<file path="config.mk">
export PLATFORM = sky130hd
export DESIGN_NAME = reindeer_trap_sequencer
export DESIGN_NICKNAME = d
export VERILOG_FILES = /design/src/rtl/reindeer_trap_sequencer_pkg.sv /design/src/rtl/reindeer_trap_sequencer_target.sv /design/src/rtl/reindeer_trap_sequencer.sv
export SDC_FILE = /design/constraint.sdc
export NUM_CORES = 1
export LEC_CHECK = 0
export ABC_AREA = 1
export BUFFER_PORTS_ARGS = -buffer_cell sky130_fd_sc_hd__buf_2
export CORE_MARGIN = 2
export CORE_UTILIZATION = 35
export CTS_CLUSTER_SIZE = 30
export DETAILED_ROUTE_END_ITERATION = 12
export PLACE_DENSITY = 0.67
export SLEW_MARGIN = 0
export SYNTH_ARGS = -nofsm -noshare
export SYNTH_HDL_FRONTEND = slang
export SYNTH_SLANG_ARGS = --single-unit
export TNS_END_PERCENT = 30
</file>
<file path="constraint.sdc">
create_clock -name clk -period 5.1 [get_ports clk]
set_input_delay 0.255 -clock clk [delete_from_list [all_inputs] [get_ports clk]]
set_output_delay 0.255 -clock clk [all_outputs]
set_load 0.05 [all_outputs]
</file>
<file path="src/rtl/reindeer_trap_sequencer_pkg.sv">
// Shared cause codes, mtvec mode encoding and trap sequencer state encoding.
package reindeer_trap_sequencer_pkg;

    localparam int CAUSE_M_TIMER = 7;
    localparam int CAUSE_M_EXT   = 11;

    localparam logic [1:0] MTVEC_MODE_VECTORED = 2'b01;

    typedef enum logic [2:0] {
        ST_IDLE     = 3'd0,
        ST_DRAIN    = 3'd1,
        ST_COMMIT   = 3'd2,
        ST_REDIRECT = 3'd3,
        ST_MRET     = 3'd4
    } trap_state_e;

endpackage

</file>
<file path="src/rtl/reindeer_trap_sequencer_target.sv">
// Fetch redirect target: mepc on MRET, otherwise mtvec base plus an optional vector offset.
module reindeer_trap_sequencer_target
    import reindeer_trap_sequencer_pkg::*;
#(
    parameter int PC_BITWIDTH         = 32,
    parameter int XLEN                = 32,
    parameter int EXCEPTION_CODE_BITS = 4
) (
    input  logic [XLEN-1:0]                mtvec,
    input  logic [XLEN-1:0]                mepc,
    input  logic                           use_mepc,
    input  logic                           is_interrupt,
    input  logic [EXCEPTION_CODE_BITS-1:0] code,
    output logic [PC_BITWIDTH-1:0]         target
);

    logic [PC_BITWIDTH-1:0] base;
    logic [PC_BITWIDTH-1:0] offset;

    always_comb begin
        base   = mtvec[PC_BITWIDTH-1:0] & ~PC_BITWIDTH'(3);
        offset = PC_BITWIDTH'({code, 2'b00});
        target = base;
        if (use_mepc) begin
            target = mepc[PC_BITWIDTH-1:0];
        end else if (is_interrupt && (mtvec[1:0] == MTVEC_MODE_VECTORED)) begin
            // Vector offset wraps silently at the PC width.
            target = base + offset;
        end
    end

endmodule

</file>
<file path="src/rtl/reindeer_trap_sequencer.sv">
// Machine-mode trap entry / MRET exit sequencer between pipeline, CSR file and fetch.
//   state    | meaning
//   IDLE     | running normally; fetch not stalled
//   DRAIN    | interrupt pending, fetch stalled until pipeline empties
//   COMMIT   | capture strobe to CSR with held cause/PC/addr
//   MRET     | MRET strobe to CSR, target taken from mepc
//   REDIRECT | one-cycle fetch redirect to registered target
module reindeer_trap_sequencer
    import reindeer_trap_sequencer_pkg::*;
#(
    parameter int PC_BITWIDTH         = 32,
    parameter int XLEN                = 32,
    parameter int EXCEPTION_CODE_BITS = 4
) (
    input  logic                           clk,
    input  logic                           sync_reset,
    input  logic                           exc_req,
    input  logic [EXCEPTION_CODE_BITS-1:0] exc_code,
    input  logic [PC_BITWIDTH-1:0]         exc_pc,
    input  logic [PC_BITWIDTH-1:0]         exc_addr,
    input  logic                           mret_req,
    input  logic [PC_BITWIDTH-1:0]         next_pc,
    input  logic                           pipeline_idle,
    input  logic                           mie,
    input  logic                           mtie,
    input  logic                           meie,
    input  logic                           mtip,
    input  logic                           meip,
    input  logic [XLEN-1:0]                mtvec,
    input  logic [XLEN-1:0]                mepc,
    output logic                           stall_fetch,
    output logic                           activate_exception,
    output logic                           is_interrupt,
    output logic [EXCEPTION_CODE_BITS-1:0] exception_code,
    output logic [PC_BITWIDTH-1:0]         exception_PC,
    output logic [PC_BITWIDTH-1:0]         exception_addr,
    output logic                           csr_mret_active,
    output logic                           pc_redirect,
    output logic [PC_BITWIDTH-1:0]         pc_redirect_addr,
    output logic                           in_handler
);

    trap_state_e                    state_q, state_d;
    logic                           in_handler_q, in_handler_d;
    logic                           is_int_q, is_int_d;
    logic [EXCEPTION_CODE_BITS-1:0] code_q, code_d;
    logic [PC_BITWIDTH-1:0]         pc_q, pc_d;
    logic [PC_BITWIDTH-1:0]         addr_q, addr_d;
    logic [PC_BITWIDTH-1:0]         redirect_addr_q, redirect_addr_d;

    logic                           ext_pend;
    logic                           tmr_pend;
    logic                           int_pend;
    logic [PC_BITWIDTH-1:0]         target;

    assign ext_pend = meie & meip;
    assign tmr_pend = mtie & mtip;
    assign int_pend = mie & ~in_handler_q & (ext_pend | tmr_pend);

    reindeer_trap_sequencer_target #(
        .PC_BITWIDTH         (PC_BITWIDTH),
        .XLEN                (XLEN),
        .EXCEPTION_CODE_BITS (EXCEPTION_CODE_BITS)
    ) u_target (
        .mtvec        (mtvec),
        .mepc         (mepc),
        .use_mepc     (state_q == ST_MRET),
        .is_interrupt (is_int_q),
        .code         (code_q),
        .target       (target)
    );

    always_ff @(posedge clk) begin
        if (sync_reset) begin
            state_q         <= ST_IDLE;
            in_handler_q    <= 1'b0;
            is_int_q        <= 1'b0;
            code_q          <= '0;
            pc_q            <= '0;
            addr_q          <= '0;
            redirect_addr_q <= '0;
        end else begin
            state_q         <= state_d;
            in_handler_q    <= in_handler_d;
            is_int_q        <= is_int_d;
            code_q          <= code_d;
            pc_q            <= pc_d;
            addr_q          <= addr_d;
            redirect_addr_q <= redirect_addr_d;
        end
    end

    always_comb begin
        state_d         = state_q;
        in_handler_d    = in_handler_q;
        is_int_d        = is_int_q;
        code_d          = code_q;
        pc_d            = pc_q;
        addr_d          = addr_q;
        redirect_addr_d = redirect_addr_q;
        case (state_q)
            ST_IDLE: begin
                if (exc_req) begin
                    is_int_d = 1'b0;
                    code_d   = exc_code;
                    pc_d     = exc_pc;
                    addr_d   = exc_addr;
                    state_d  = ST_COMMIT;
                end else if (mret_req) begin
                    state_d = ST_MRET;
                end else if (int_pend) begin
                    state_d = ST_DRAIN;
                end
            end
            ST_DRAIN: begin
                if (exc_req) begin
                    is_int_d = 1'b0;
                    code_d   = exc_code;
                    pc_d     = exc_pc;
                    addr_d   = exc_addr;
                    state_d  = ST_COMMIT;
                end else if (!int_pend) begin
                    state_d = ST_IDLE;
                end else if (pipeline_idle) begin
                    // Cause is re-evaluated here; external may have arrived during the drain.
                    is_int_d = 1'b1;
                    code_d   = ext_pend ? EXCEPTION_CODE_BITS'(CAUSE_M_EXT)
                                        : EXCEPTION_CODE_BITS'(CAUSE_M_TIMER);
                    pc_d     = next_pc;
                    addr_d   = '0;
                    state_d  = ST_COMMIT;
                end
            end
            ST_COMMIT: begin
                in_handler_d    = 1'b1;
                redirect_addr_d = target;
                state_d         = ST_REDIRECT;
            end
            ST_MRET: begin
                in_handler_d    = 1'b0;
                redirect_addr_d = target;
                state_d         = ST_REDIRECT;
            end
            ST_REDIRECT: begin
                state_d = ST_IDLE;
            end
            default: begin
                state_d = ST_IDLE;
            end
        endcase
    end

    always_comb begin
        stall_fetch        = (state_q != ST_IDLE);
        activate_exception = (state_q == ST_COMMIT);
        csr_mret_active    = (state_q == ST_MRET);
        pc_redirect        = (state_q == ST_REDIRECT);
        pc_redirect_addr   = (state_q == ST_REDIRECT) ? redirect_addr_q : '0;
        is_interrupt       = is_int_q;
        exception_code     = code_q;
        exception_PC       = pc_q;
        exception_addr     = addr_q;
        in_handler         = in_handler_q;
    end

endmodule
</file>
==> summary.md <==
| Metric | Value |
|---|---|
| Vertical die dimension | 129 µm |
| Antenna-violating nets left | 0 |
| DR vias/cell | 4.82 |
| Achievable frequency | ~350 MHz |
| Final Cycle Share | between 50 and 60% |
| Worst setup skew after layout | roughly 0.0088 ns |
| Last weighted congestion value of the routability-driven placer | around 0.95 |
| Reg2reg start | state_q[0] |
| Std cell rows | 45 |
| Post-synthesis sequential element count | roughly 110 |
| Req. time, crit path | 5.30 ns |
| Crit Path Max Fanout | 37 |
| Clk slew on worst S/H paths | roughly 0.07 ns |
| First-pass GRT wire length | 28.4 mm |
| Sw Ratio | ~45% |
| Met3 layer wire length in the routed design | roughly 1.3 mm |
| Fraction of registers with async set/reset | 0% |
| Beginning of the critical path | state_q[0] |
| Critical Path AT | ~3.1 ns |
| Number of antenna violations at the first check in global routing | 2 |
| Root buffer cell | clkbuf_16 |
| Floorplan Core Area | 0.0153 mm² |
| Clock period minus worst slack | about 2.9 ns |
| Max capacitance violation total | 0 |
| CTS tree | yes |
| Detailed-route wire length on metal 1 | 7.85 mm |
| Overall power | 2.88 mW |
| Number of global-route vias before repair | between 5k and 6k |
| Total detailed-routing wirelength | between 15 and 20 mm |
| Routed length on met2 | approximately 9.3 mm |
| Slew Viols, Final | 0 |
| Setup TNS | 0 ns |
| Internal cell power | 1.60 mW |
| Starting utilization of the core area | between 30 and 40% |
| Number of nets produced by synthesis | slightly above 1k |
| Share of synthesized area occupied by flip-flops and latches | a little under two fifths |
| Clock latency reported for the late side of the worst-skew pair | 0.35 ns |
| Depth of the worst hold-timing path | 3 |
| Category of the worst setup path capture point | register |
| Remaining global-route overflow | 0 |
| Count of cells resized by post-cts repair | 0 |
| Nature of the critical path startpoint | register |
| Maximum number of pins on one net before global-route repair | just over 70 |
| RSZ-0062 raised after global routing | no |
| Total track usage | 21.7% |
| Path category of the worst min-delay check | in2reg |
| Cell depth of the worst flop-to-flop path | 8 |
| Highest signal layer in the routed design | met4 |
| Final-stage net count | ~1.3k |
| Final hold violation count | 0 |
| Routed len/inst | between 10 and 15 µm |
| Total Die Area | between 0.015 and 0.02 mm² |
| Die width | approximately 130 µm |
| Synthesized area | 0.00550 mm² |
| Cell with the most instances after synthesis | nand2_1 |
| Worst path setup slack after routing | between 2 and 2.5 ns |
| Power density normalized to cell area | 396 mW/mm² |
| First DRT Iteration DRCs | ~320 |
| Relative contribution of sequential cells to total power | between 30% and 40% |
| Via count of the routed design | about 6.4k |
| Logic pwr share | between 40% and 50% |
| Share of post-route cells with drive strength above 1 | between 20% and 30% |
| Synth unique cells | 33 |
| H-tree levels | 3 |
| Setup-failing EPs final | 0 |
| Part of the total power dissipated in the clock network | between 20% and 30% |
| Number of buffers created by CTS | 9 |
| Buffers inserted during post-CTS setup optimization | 0 |
| Dpl hpwl | ~14 mm |
| Number of I/O port buffers | 279 |
| Number of instances in the synthesized netlist | between 800 and 900 |
| Number of remaining DRC errors | 0 |
| Share of the synthesized area in the top cell type | 38.3% |
| Worst slew margin relative to its limit | roughly 30% |
| First-pass detailed-route iteration total | 5 |
| Buffer levels on the longest clock path | 2 |
| Status | finished, final reports clean |
| Startpoint of the tightest hold check path | exc_code[3] |
| Largest area contributor in the synthesized netlist | dfxtp_1 |
| Type of the worst setup path | reg2reg |
| EDFF count, synth | 0 |
| Net Sw Power | approximately 1.3 mW |
| Average instance area after synthesis | ~6.4 µm² |
| Cts-stage hold buffer count | 0 |
| Pre-CTS WS | between 2 and 2.5 ns |
| Leakage power summed over all cells | 3.48 nW |
| I/O pin cnt | 280 |
| Most area-consuming cells after synthesis | dfxtp_1, nand2_1, nor2_1 |
| Worst-case vdd ir drop | between 0.2 and 0.25 mV |
| Top_reg_cell synth | dfxtp_1 |
| Slew of the pin with the lowest slew margin | approximately 1.1 ns |
| Number of clock sinks | ~110 |
| Layout overhead on the synthesized area | 32.3% |
| Number of warning messages in the yosys log | 0 |
| List of most frequent post-synthesis cells | nand2_1, dfxtp_1, nor2_1 |
## per-stage QoR
stage / cells / utilization, % / hold slack (ns) / area (µm²)
after global routing: 1323 / 47.6 / 0.146 / 7270
after global placement: 1306 / 45.8 / 0.446 / 6980
after CTS: 1322 / 47.6 / 0.136 / 7270
after detailed placement: 1306 / 45.8 / 0.449 / 6980
final: 1324 / 47.7 / 0.148 / 7270
after floorplan: 858 / - / 0.386 / 5500
## logic make-up after synthesis
kind of cell	after synthesis	synth area share [%]
AND/OR/NAND/NOR	444	33.2
AO/OA/AOI/OAI	180	18.0
buffers and inverters	120	8.61
flip-flops	105	38.3
adder cells (fa/ha/maj)	5	1.28
XOR/XNOR	4	0.638
## cells in the final DEF (no fill, tap or decap), types with 8 or more instances in the layout
cell type	count
a21oi_1	65
a31oi_1	41
buf_2	279
clkbuf_16	9
dfxtp_1	105
inv_1	69
nand2_1	286
nand3_1	35
nor2_1	94
nor3_1	8
o21ai_0	57
## per-layer routing
metal  vias to the layer above  global-route usage (%)
met5                         -                       0
met4                         0                    6.46
met3                        25                    4.58
met2                       233                    39.1
met1                      2844                    26.0
li1                       3274                       -
## final timing paths
check                                           to  slack, ns
worst max-delay path             exception_code[2]       2.23
worst min-delay path             exception_code[3]       0.15
worst max register to register   exception_code[2]       2.23
worst min register to register  exception_addr[29]       0.46
## power by group through the flow
stage | Sequential, mW | Combinational (mW) | Clock [mW]
final | 1.05 | 1.16 | 0.674
after global routing | 1.07 | 1.26 | 0.720
after CTS | 1.05 | 1.16 | 0.691
after detailed placement | 1.07 | 1.16 | 0
after global placement | 1.07 | 1.15 | 0
after floorplan | 1.43 | 0.490 | 0
## critical path, stage by stage, from the launching register on
cell and delay, ns:
dfxtp_1 0.41, inv_2 0.07, nor3_4 0.17, inv_2 0.11
nor2_8 0.41, clkinv_1 0.90, nor2_1 0.38, o21bai_1 0.18
a211oi_2 0.09
## flip-flops by register name, indices dropped and copies added (netlist names)
signal / flops
exception_PC: 32
exception_addr: 32
redirect_addr_q: 32
exception_code: 4
state_q: 3
in_handler: 1
is_interrupt: 1
## layout make-up
class | count | area [µm²]
diodes | 2 | 5.00
clock buffers | 10 | 229
clock inverters | 6 | 53.8
fillers | 1651 | 7990
inverters | 76 | 285
multi-input cells | 633 | 2920
flip-flops and latches | 105 | 2100
well taps | 211 | 264
repair buffers | 281 | 1410
No activity file was read; power rests on OpenSTA's default activity.
